[src/rtl/asrv32_uart_tx_if.sv]
// Bus-side handshake bundle for the ASRV32 UART transmitter slave.
// The master (core/decoder side) drives the request; the slave returns ack and read data.
interface asrv32_uart_tx_if;
   logic        i_stb;
   logic        i_wr_en;
   logic [31:0] i_addr;
   logic [31:0] i_data_in;
   logic [3:0]  i_wr_mask;
   logic [31:0] o_data_out;
   logic        o_ack;

   modport master (
      output i_stb, i_wr_en, i_addr, i_data_in, i_wr_mask,
      input  o_data_out, o_ack
   );

   modport slave (
      input  i_stb, i_wr_en, i_addr, i_data_in, i_wr_mask,
      output o_data_out, o_ack
   );
endinterface

[src/rtl/asrv32_uart_tx.sv]
// Memory-mapped 8N1 UART transmitter: bus-writable TX FIFO drained by a serializer.
// Registers: 0 TXDATA, 1 STATUS {ovf,busy,full,empty}, 2 DIV (bit period = DIV+1), 3 reserved.
module asrv32_uart_tx #(
   parameter int          FIFO_DEPTH = 16,
   parameter logic [15:0] DIV_RESET  = 16'd15
) (
   input  logic             clk,
   input  logic             rst,
   asrv32_uart_tx_if.slave  bus,
   output logic             o_tx
);
   localparam int          AW      = $clog2(FIFO_DEPTH);
   localparam logic [AW:0] CNT_ONE = (AW+1)'(1);
   localparam logic [AW:0] CNT_MAX = (AW+1)'(FIFO_DEPTH);

   typedef enum logic [1:0] {S_IDLE, S_START, S_DATA, S_STOP} state_t;

   state_t        state_q;
   logic          tx_q;
   logic [7:0]    shift_q;
   logic [15:0]   timer_q;
   logic [15:0]   frame_div_q;
   logic [2:0]    bit_q;

   logic [7:0]    mem_q [FIFO_DEPTH];
   logic [AW-1:0] wr_ptr_q, wr_ptr_d;
   logic [AW-1:0] rd_ptr_q, rd_ptr_d;
   logic [AW:0]   count_q, count_d;
   logic          ovf_q, ovf_d;
   logic [15:0]   div_q, div_d;
   logic          ack_q, ack_d;
   logic [31:0]   rdata_q, rdata_d;

   logic [1:0]    sel;
   logic          wr, rd, empty, full, busy, pop, push_req, push_ok;

   // Address bits outside [3:2] and data bits above the widest register are don't-care.
   logic unused_bits;
   assign unused_bits = ^{bus.i_addr[31:4], bus.i_addr[1:0], bus.i_data_in[31:16]};

   always_comb begin
      sel      = bus.i_addr[3:2];
      wr       = bus.i_stb & bus.i_wr_en;
      rd       = bus.i_stb & ~bus.i_wr_en;
      empty    = (count_q == '0);
      full     = (count_q == CNT_MAX);
      busy     = (state_q != S_IDLE);
      pop      = (state_q == S_IDLE) && !empty;
      push_req = wr && (sel == 2'd0) && bus.i_wr_mask[0];
      // A full FIFO still accepts a byte when the serializer frees a slot this cycle.
      push_ok  = push_req && (!full || pop);

      wr_ptr_d = push_ok ? wr_ptr_q + AW'(1) : wr_ptr_q;
      rd_ptr_d = pop     ? rd_ptr_q + AW'(1) : rd_ptr_q;
      unique case ({push_ok, pop})
         2'b10:   count_d = count_q + CNT_ONE;
         2'b01:   count_d = count_q - CNT_ONE;
         default: count_d = count_q;
      endcase

      ovf_d = ovf_q;
      if (wr && (sel == 2'd1) && bus.i_wr_mask[0] && bus.i_data_in[3]) ovf_d = 1'b0;
      if (push_req && !push_ok) ovf_d = 1'b1;

      div_d = div_q;
      if (wr && (sel == 2'd2)) begin
         if (bus.i_wr_mask[0]) div_d[7:0]  = bus.i_data_in[7:0];
         if (bus.i_wr_mask[1]) div_d[15:8] = bus.i_data_in[15:8];
      end

      ack_d   = bus.i_stb;
      rdata_d = '0;
      if (rd) begin
         unique case (sel)
            2'd1:    rdata_d = {28'b0, ovf_q, busy, full, empty};
            2'd2:    rdata_d = {16'b0, div_q};
            default: rdata_d = '0;
         endcase
      end
   end

   always_ff @(posedge clk) begin
      if (rst) begin
         wr_ptr_q <= '0;
         rd_ptr_q <= '0;
         count_q  <= '0;
         ovf_q    <= 1'b0;
         div_q    <= DIV_RESET;
         ack_q    <= 1'b0;
         rdata_q  <= '0;
      end else begin
         wr_ptr_q <= wr_ptr_d;
         rd_ptr_q <= rd_ptr_d;
         count_q  <= count_d;
         ovf_q    <= ovf_d;
         div_q    <= div_d;
         ack_q    <= ack_d;
         rdata_q  <= rdata_d;
      end
   end

   always_ff @(posedge clk) begin
      if (push_ok) mem_q[wr_ptr_q] <= bus.i_data_in[7:0];
   end

   // Divisor is captured per frame so mid-frame DIV writes only affect the next frame.
   always_ff @(posedge clk) begin
      if (rst) begin
         state_q     <= S_IDLE;
         tx_q        <= 1'b1;
         shift_q     <= '0;
         timer_q     <= '0;
         frame_div_q <= '0;
         bit_q       <= '0;
      end else begin
         unique case (state_q)
            S_IDLE: begin
               tx_q <= 1'b1;
               if (pop) begin
                  shift_q     <= mem_q[rd_ptr_q];
                  frame_div_q <= div_q;
                  timer_q     <= div_q;
                  tx_q        <= 1'b0;
                  state_q     <= S_START;
               end
            end
            S_START: begin
               if (timer_q == '0) begin
                  timer_q <= frame_div_q;
                  tx_q    <= shift_q[0];
                  bit_q   <= '0;
                  state_q <= S_DATA;
               end else begin
                  timer_q <= timer_q - 16'd1;
               end
            end
            S_DATA: begin
               if (timer_q == '0) begin
                  timer_q <= frame_div_q;
                  if (bit_q == 3'd7) begin
                     tx_q    <= 1'b1;
                     state_q <= S_STOP;
                  end else begin
                     bit_q   <= bit_q + 3'd1;
                     shift_q <= shift_q >> 1;
                     tx_q    <= shift_q[1];
                  end
               end else begin
                  timer_q <= timer_q - 16'd1;
               end
            end
            S_STOP: begin
               if (timer_q == '0) state_q <= S_IDLE;
               else               timer_q <= timer_q - 16'd1;
            end
            default: state_q <= S_IDLE;
         endcase
      end
   end

   assign o_tx           = tx_q;
   assign bus.o_ack      = ack_q;
   assign bus.o_data_out = rdata_q;
endmodule

[src/flat_wrapper.sv]
// flat-port wrapper written by rule: the top's interface ports become plain ports
module asrv32_uart_tx_flat 
#(
   parameter int          FIFO_DEPTH = 16,
   parameter logic [15:0] DIV_RESET  = 16'd15
)
  (clk, rst, o_tx, bus_i_stb, bus_i_wr_en, bus_i_addr, bus_i_data_in, bus_i_wr_mask, bus_o_data_out, bus_o_ack);
  asrv32_uart_tx_if bus_i ();
  input  logic clk;
  input  logic rst;
  output logic o_tx;
  input wire logic [$bits(bus_i.i_stb)-1:0] bus_i_stb;
  input wire logic [$bits(bus_i.i_wr_en)-1:0] bus_i_wr_en;
  input wire logic [$bits(bus_i.i_addr)-1:0] bus_i_addr;
  input wire logic [$bits(bus_i.i_data_in)-1:0] bus_i_data_in;
  input wire logic [$bits(bus_i.i_wr_mask)-1:0] bus_i_wr_mask;
  output wire logic [$bits(bus_i.o_data_out)-1:0] bus_o_data_out;
  output wire logic [$bits(bus_i.o_ack)-1:0] bus_o_ack;
  assign bus_i.i_stb = bus_i_stb;
  assign bus_i.i_wr_en = bus_i_wr_en;
  assign bus_i.i_addr = bus_i_addr;
  assign bus_i.i_data_in = bus_i_data_in;
  assign bus_i.i_wr_mask = bus_i_wr_mask;
  assign bus_o_data_out = bus_i.o_data_out;
  assign bus_o_ack = bus_i.o_ack;
  asrv32_uart_tx #(.FIFO_DEPTH(FIFO_DEPTH), .DIV_RESET(DIV_RESET)) u_core (.clk(clk), .rst(rst), .bus(bus_i), .o_tx(o_tx));
endmodule
[config.mk]
export PLATFORM = sky130hd
export DESIGN_NAME = asrv32_uart_tx_flat
export DESIGN_NICKNAME = d
export VERILOG_FILES = /design/src/rtl/asrv32_uart_tx_if.sv /design/src/rtl/asrv32_uart_tx.sv /design/src/flat_wrapper.sv
export SDC_FILE = /design/constraint.sdc
export NUM_CORES = 1
export LEC_CHECK = 0
export ABC_AREA = 1
export BUFFER_PORTS_ARGS = -buffer_cell sky130_fd_sc_hd__buf_2
export CORE_MARGIN = 2
export CORE_UTILIZATION = 35
export CTS_CLUSTER_SIZE = 20
export DETAILED_ROUTE_END_ITERATION = 10
export GPL_ROUTABILITY_DRIVEN = 0
export HOLD_SLACK_MARGIN = 0.03
export PLACE_DENSITY = 0.53
export SYNTH_ARGS = -nofsm -noshare
export SYNTH_HDL_FRONTEND = slang
export SYNTH_SLANG_ARGS = --single-unit
[constraint.sdc]
create_clock -name clk -period 4.5 [get_ports clk]
set_input_delay 0.9 -clock clk [delete_from_list [all_inputs] [get_ports clk]]
set_output_delay 0.9 -clock clk [all_outputs]
set_load 0.05 [all_outputs]
==> results.json <==
{
  "ys_top_cells_by_count": "240 x nand2_1, 128 x edfxtp_1, 103 x nand3_1",
  "cts_resized": 0,
  "initial_core_util_pct": 35.6,
  "tightest_slew_ns": 0.960,
  "fin_tns_setup_ns": 0,
  "yosysMostFrequentCell": "nand2_1",
  "syn_avg_cell_area_um2": 9.27,
  "cp_data_required_time_ns": 4.93,
  "crit_start": "u_core.state_q[0]$_SDFFE_PP0P_",
  "period_needed_ns": 2.73,
  "cts-root-buf": "clkbuf_16",
  "drt_iter0_markers": 492,
  "clk_pin_slew_worst_paths_ns": 0.06,
  "nets": 1184,
  "synth-edff-count": 128,
  "rsz0062_at_grt": "false",
  "p_total_mw": 7.16,
  "min_period_over_period_pct": 60.7,
  "synthesis.area_um2": 9890,
  "fill_cells": 2820,
  "crit_fanout": 28,
  "grtUsageTotal_pct": 16.7,
  "synth_top_area_cell": "edfxtp_1",
  "htreeDepth": 1,
  "ys_ff_latch": 225,
  "critPathCaptureType": "flip-flop",
  "place_ws_ns": 1.43,
  "drc": 0,
  "cp-endpoint": "u_core.count_q[4]$_SDFFE_PP0P_",
  "overflow": 0,
  "cts_setup_buffers": 0,
  "fin_util_pct": 40.1,
  "yosysWarnings": 0,
  "placementRows": 61,
  "fin_ws_ns": 1.77,
  "cp.arrival_ns": 3.16,
  "critPathKind": "flip-flop to flip-flop",
  "area_growth_pct": 12.7,
  "die_area_um2": 29600,
  "ys_seq_area_share_pct": 58.5,
  "cts.hold.buffers_added": 0,
  "vias_per_cell": 4.77,
  "p_per_area_nw_per_um2": 642,
  "slew_violations": 0,
  "setup-violations-final": 0,
  "vias": 7099,
  "cts_tree": "yes",
  "final_cells": 1488,
  "first_pass_iters": 5,
  "dieWidth_um": 172,
  "yosys.cell_types.count": 40,
  "timing.rr.end": "u_core.count_q[4]$_SDFFE_PP0P_",
  "status": "finished clean",
  "max_cap_violations": 0,
  "hold_path.class": "flip-flop to flip-flop",
  "die_y_um": 172,
  "cts_made_buffers": 25,
  "grt_pass1_vias": 6872,
  "clockBufferDepth": 3,
  "wirelength_mm": 23.9,
  "pin_count": 106,
  "dp_hpwl_mm": 15.1,
  "diodes": 0,
  "syn_inst": 1067,
  "critPathLaunchType": "flip-flop",
  "synth_top_area_share_pct": 38.9,
  "p_leak_nw": 4.30,
  "ant_nets": 0,
  "clock_latency_ns": 0.54,
  "max-vdd-ir-drop_mv": 0.322,
  "grt_pass1_wl_mm": 38.2,
  "grt_max_degree": 65,
  "drive_gt1_share_pct": 10.8,
  "synth.area.top_cells": "edfxtp_1 39%, dfxtp_1 20%, nand2_1 9.1%",
  "max_freq_ghz": 0.366,
  "antenna_found_initial": 0,
  "finalClockSkew_ns": 0.0190,
  "reg2reg_setup_slack_ns": 1.77,
  "core_area_um2": 27800,
  "port_buffers": 41,
  "cts.sinks": 225,
  "slew_headroom_pct": 35.7,
  "dp_cells": 1443,
  "dominantRegCellSynth": "edfxtp_1",
  "ff2ff_path_depth": 15,
  "synthArstFlopShare_pct": 0,
  "hold_viol": 0,
  "wl_per_cell_um": 16.1,
  "reg2reg_from": "u_core.state_q[0]$_SDFFE_PP0P_"
}
[critical path, cell delays in order (launching register included)]
cell and delay [ns]:
dfxtp_1 0.32, inv_1 0.12, ha_1 0.33, nand2_1 0.12, inv_2 0.38, nand2_1 0.20
inv_1 0.15, ha_1 0.28, nand2_1 0.08, nor2_1 0.04, a211oi_1 0.26, nand2_1 0.08
nand2_1 0.10, nand3_1 0.07, nand2_1 0.06, nor2_1 0.05
[routing by layer]
| metal | routed length (um) | track usage (%) | share of wire [%] | vias to the layer above |
|---|---|---|---|---|
| met4 | 496 | 4.68 | 2.1 | 0 |
| met5 | 0 | 0 | 0 | - |
| li1 | - | - | - | 3604 |
| met2 | 10700 | 26.5 | 45 | 146 |
| met3 | 1180 | 2.75 | 4.9 | 29 |
| met1 | 11500 | 23.6 | 48 | 3320 |
[worst min path at each step]
stage | from | to | depth (start not counted)
6_report | u_core.frame_div_q[14]$_SDFFE_PP0P_ | u_core.frame_div_q[14]$_SDFFE_PP0P_ | 2
5_1_grt | u_core.frame_div_q[14]$_SDFFE_PP0P_ | u_core.frame_div_q[14]$_SDFFE_PP0P_ | 2
4_1_cts | u_core.frame_div_q[14]$_SDFFE_PP0P_ | u_core.frame_div_q[14]$_SDFFE_PP0P_ | 2
3_5_place_dp | u_core.frame_div_q[14]$_SDFFE_PP0P_ | u_core.frame_div_q[14]$_SDFFE_PP0P_ | 2
3_3_place_gp | u_core.frame_div_q[14]$_SDFFE_PP0P_ | u_core.frame_div_q[14]$_SDFFE_PP0P_ | 2
2_1_floorplan | u_core.frame_div_q[13]$_SDFFE_PP0P_ | u_core.frame_div_q[13]$_SDFFE_PP0P_ | 2
[cell type report]
cell class / instances / area, um^2 / area share, %
inverters: 80 / 300 / 2.69
flip-flops and latches: 225 / 5790 / 51.9
multi-input cells: 714 / 3510 / 31.5
clock inverters: 4 / 83.8 / 0.752
well taps: 378 / 473 / 4.24
repair buffers: 46 / 243 / 2.18
clock buffers: 41 / 746 / 6.69
[logic make-up after synthesis]
| group | count (synthesis) | share of synthesized area [%] |
|---|---|---|
| adder cells (fa/ha/maj) | 20 | 2.61 |
| AND/OR/NAND/NOR | 471 | 20.3 |
| flip-flops | 225 | 58.5 |
| XOR/XNOR | 13 | 1.15 |
| other | 1 | 0.0379 |
| AO/OA/AOI/OAI | 194 | 10.9 |
| buffers and inverters | 143 | 6.53 |
[power breakdown]
| part | internal (mW) | leakage (nW) | switching (mW) | total [mW] |
|---|---|---|---|---|
| sequential | 2.39 | 1.94 | 0.161 | 2.56 |
| combinational | 0.787 | 1.95 | 1.77 | 2.55 |
| clock | 1.25 | 0.403 | 0.807 | 2.05 |
| total | 4.43 | 4.30 | 2.73 | 7.16 |
[stage by stage]
| stage | instance area [um^2] | hold slack, ns |
|---|---|---|
| 2_1_floorplan | 9940 | 0.430 |
| 3_3_place_gp | 10300 | 0.443 |
| 3_5_place_dp | 10300 | 0.448 |
| 4_1_cts | 11100 | 0.457 |
| 5_1_grt | 11100 | 0.471 |
| 6_report | 11100 | 0.454 |
[registers in the layout (all words and copies together), names as in the netlist, 2 cells and up, named ones only]
| name | flops |
|---|---|
| u_core.timer_q | 16 |
| u_core.rd_ptr_q | 4 |
| u_core.shift_q | 8 |
| u_core.div_q | 16 |
| u_core.bus.o_data_out | 16 |
| u_core.wr_ptr_q | 4 |
| u_core.state_q | 2 |
| u_core.mem_q | 128 |
| u_core.bit_q | 3 |
| u_core.frame_div_q | 16 |
| u_core.count_q | 5 |
[cells in the final DEF, fill, tap and decap left out, drive strengths merged]
master  instances
edfxtp        128
a21oi         104
nor3b           1
nand2         246
nor3           15
inv            81
buf            46
fa              1
clkinv          1
a22oi           3
nand3b          1
a211oi          1
nor2           98
xor2            9
clkbuf         41
ha             19
conb           16
o21ai          76
nand4           5
xnor2           4
nand3         104
o31ai           1
bufinv          2
or2             1
o211ai          8
o21bai          1
dfxtp          97
No activity file was read; power rests on OpenSTA's default activity.
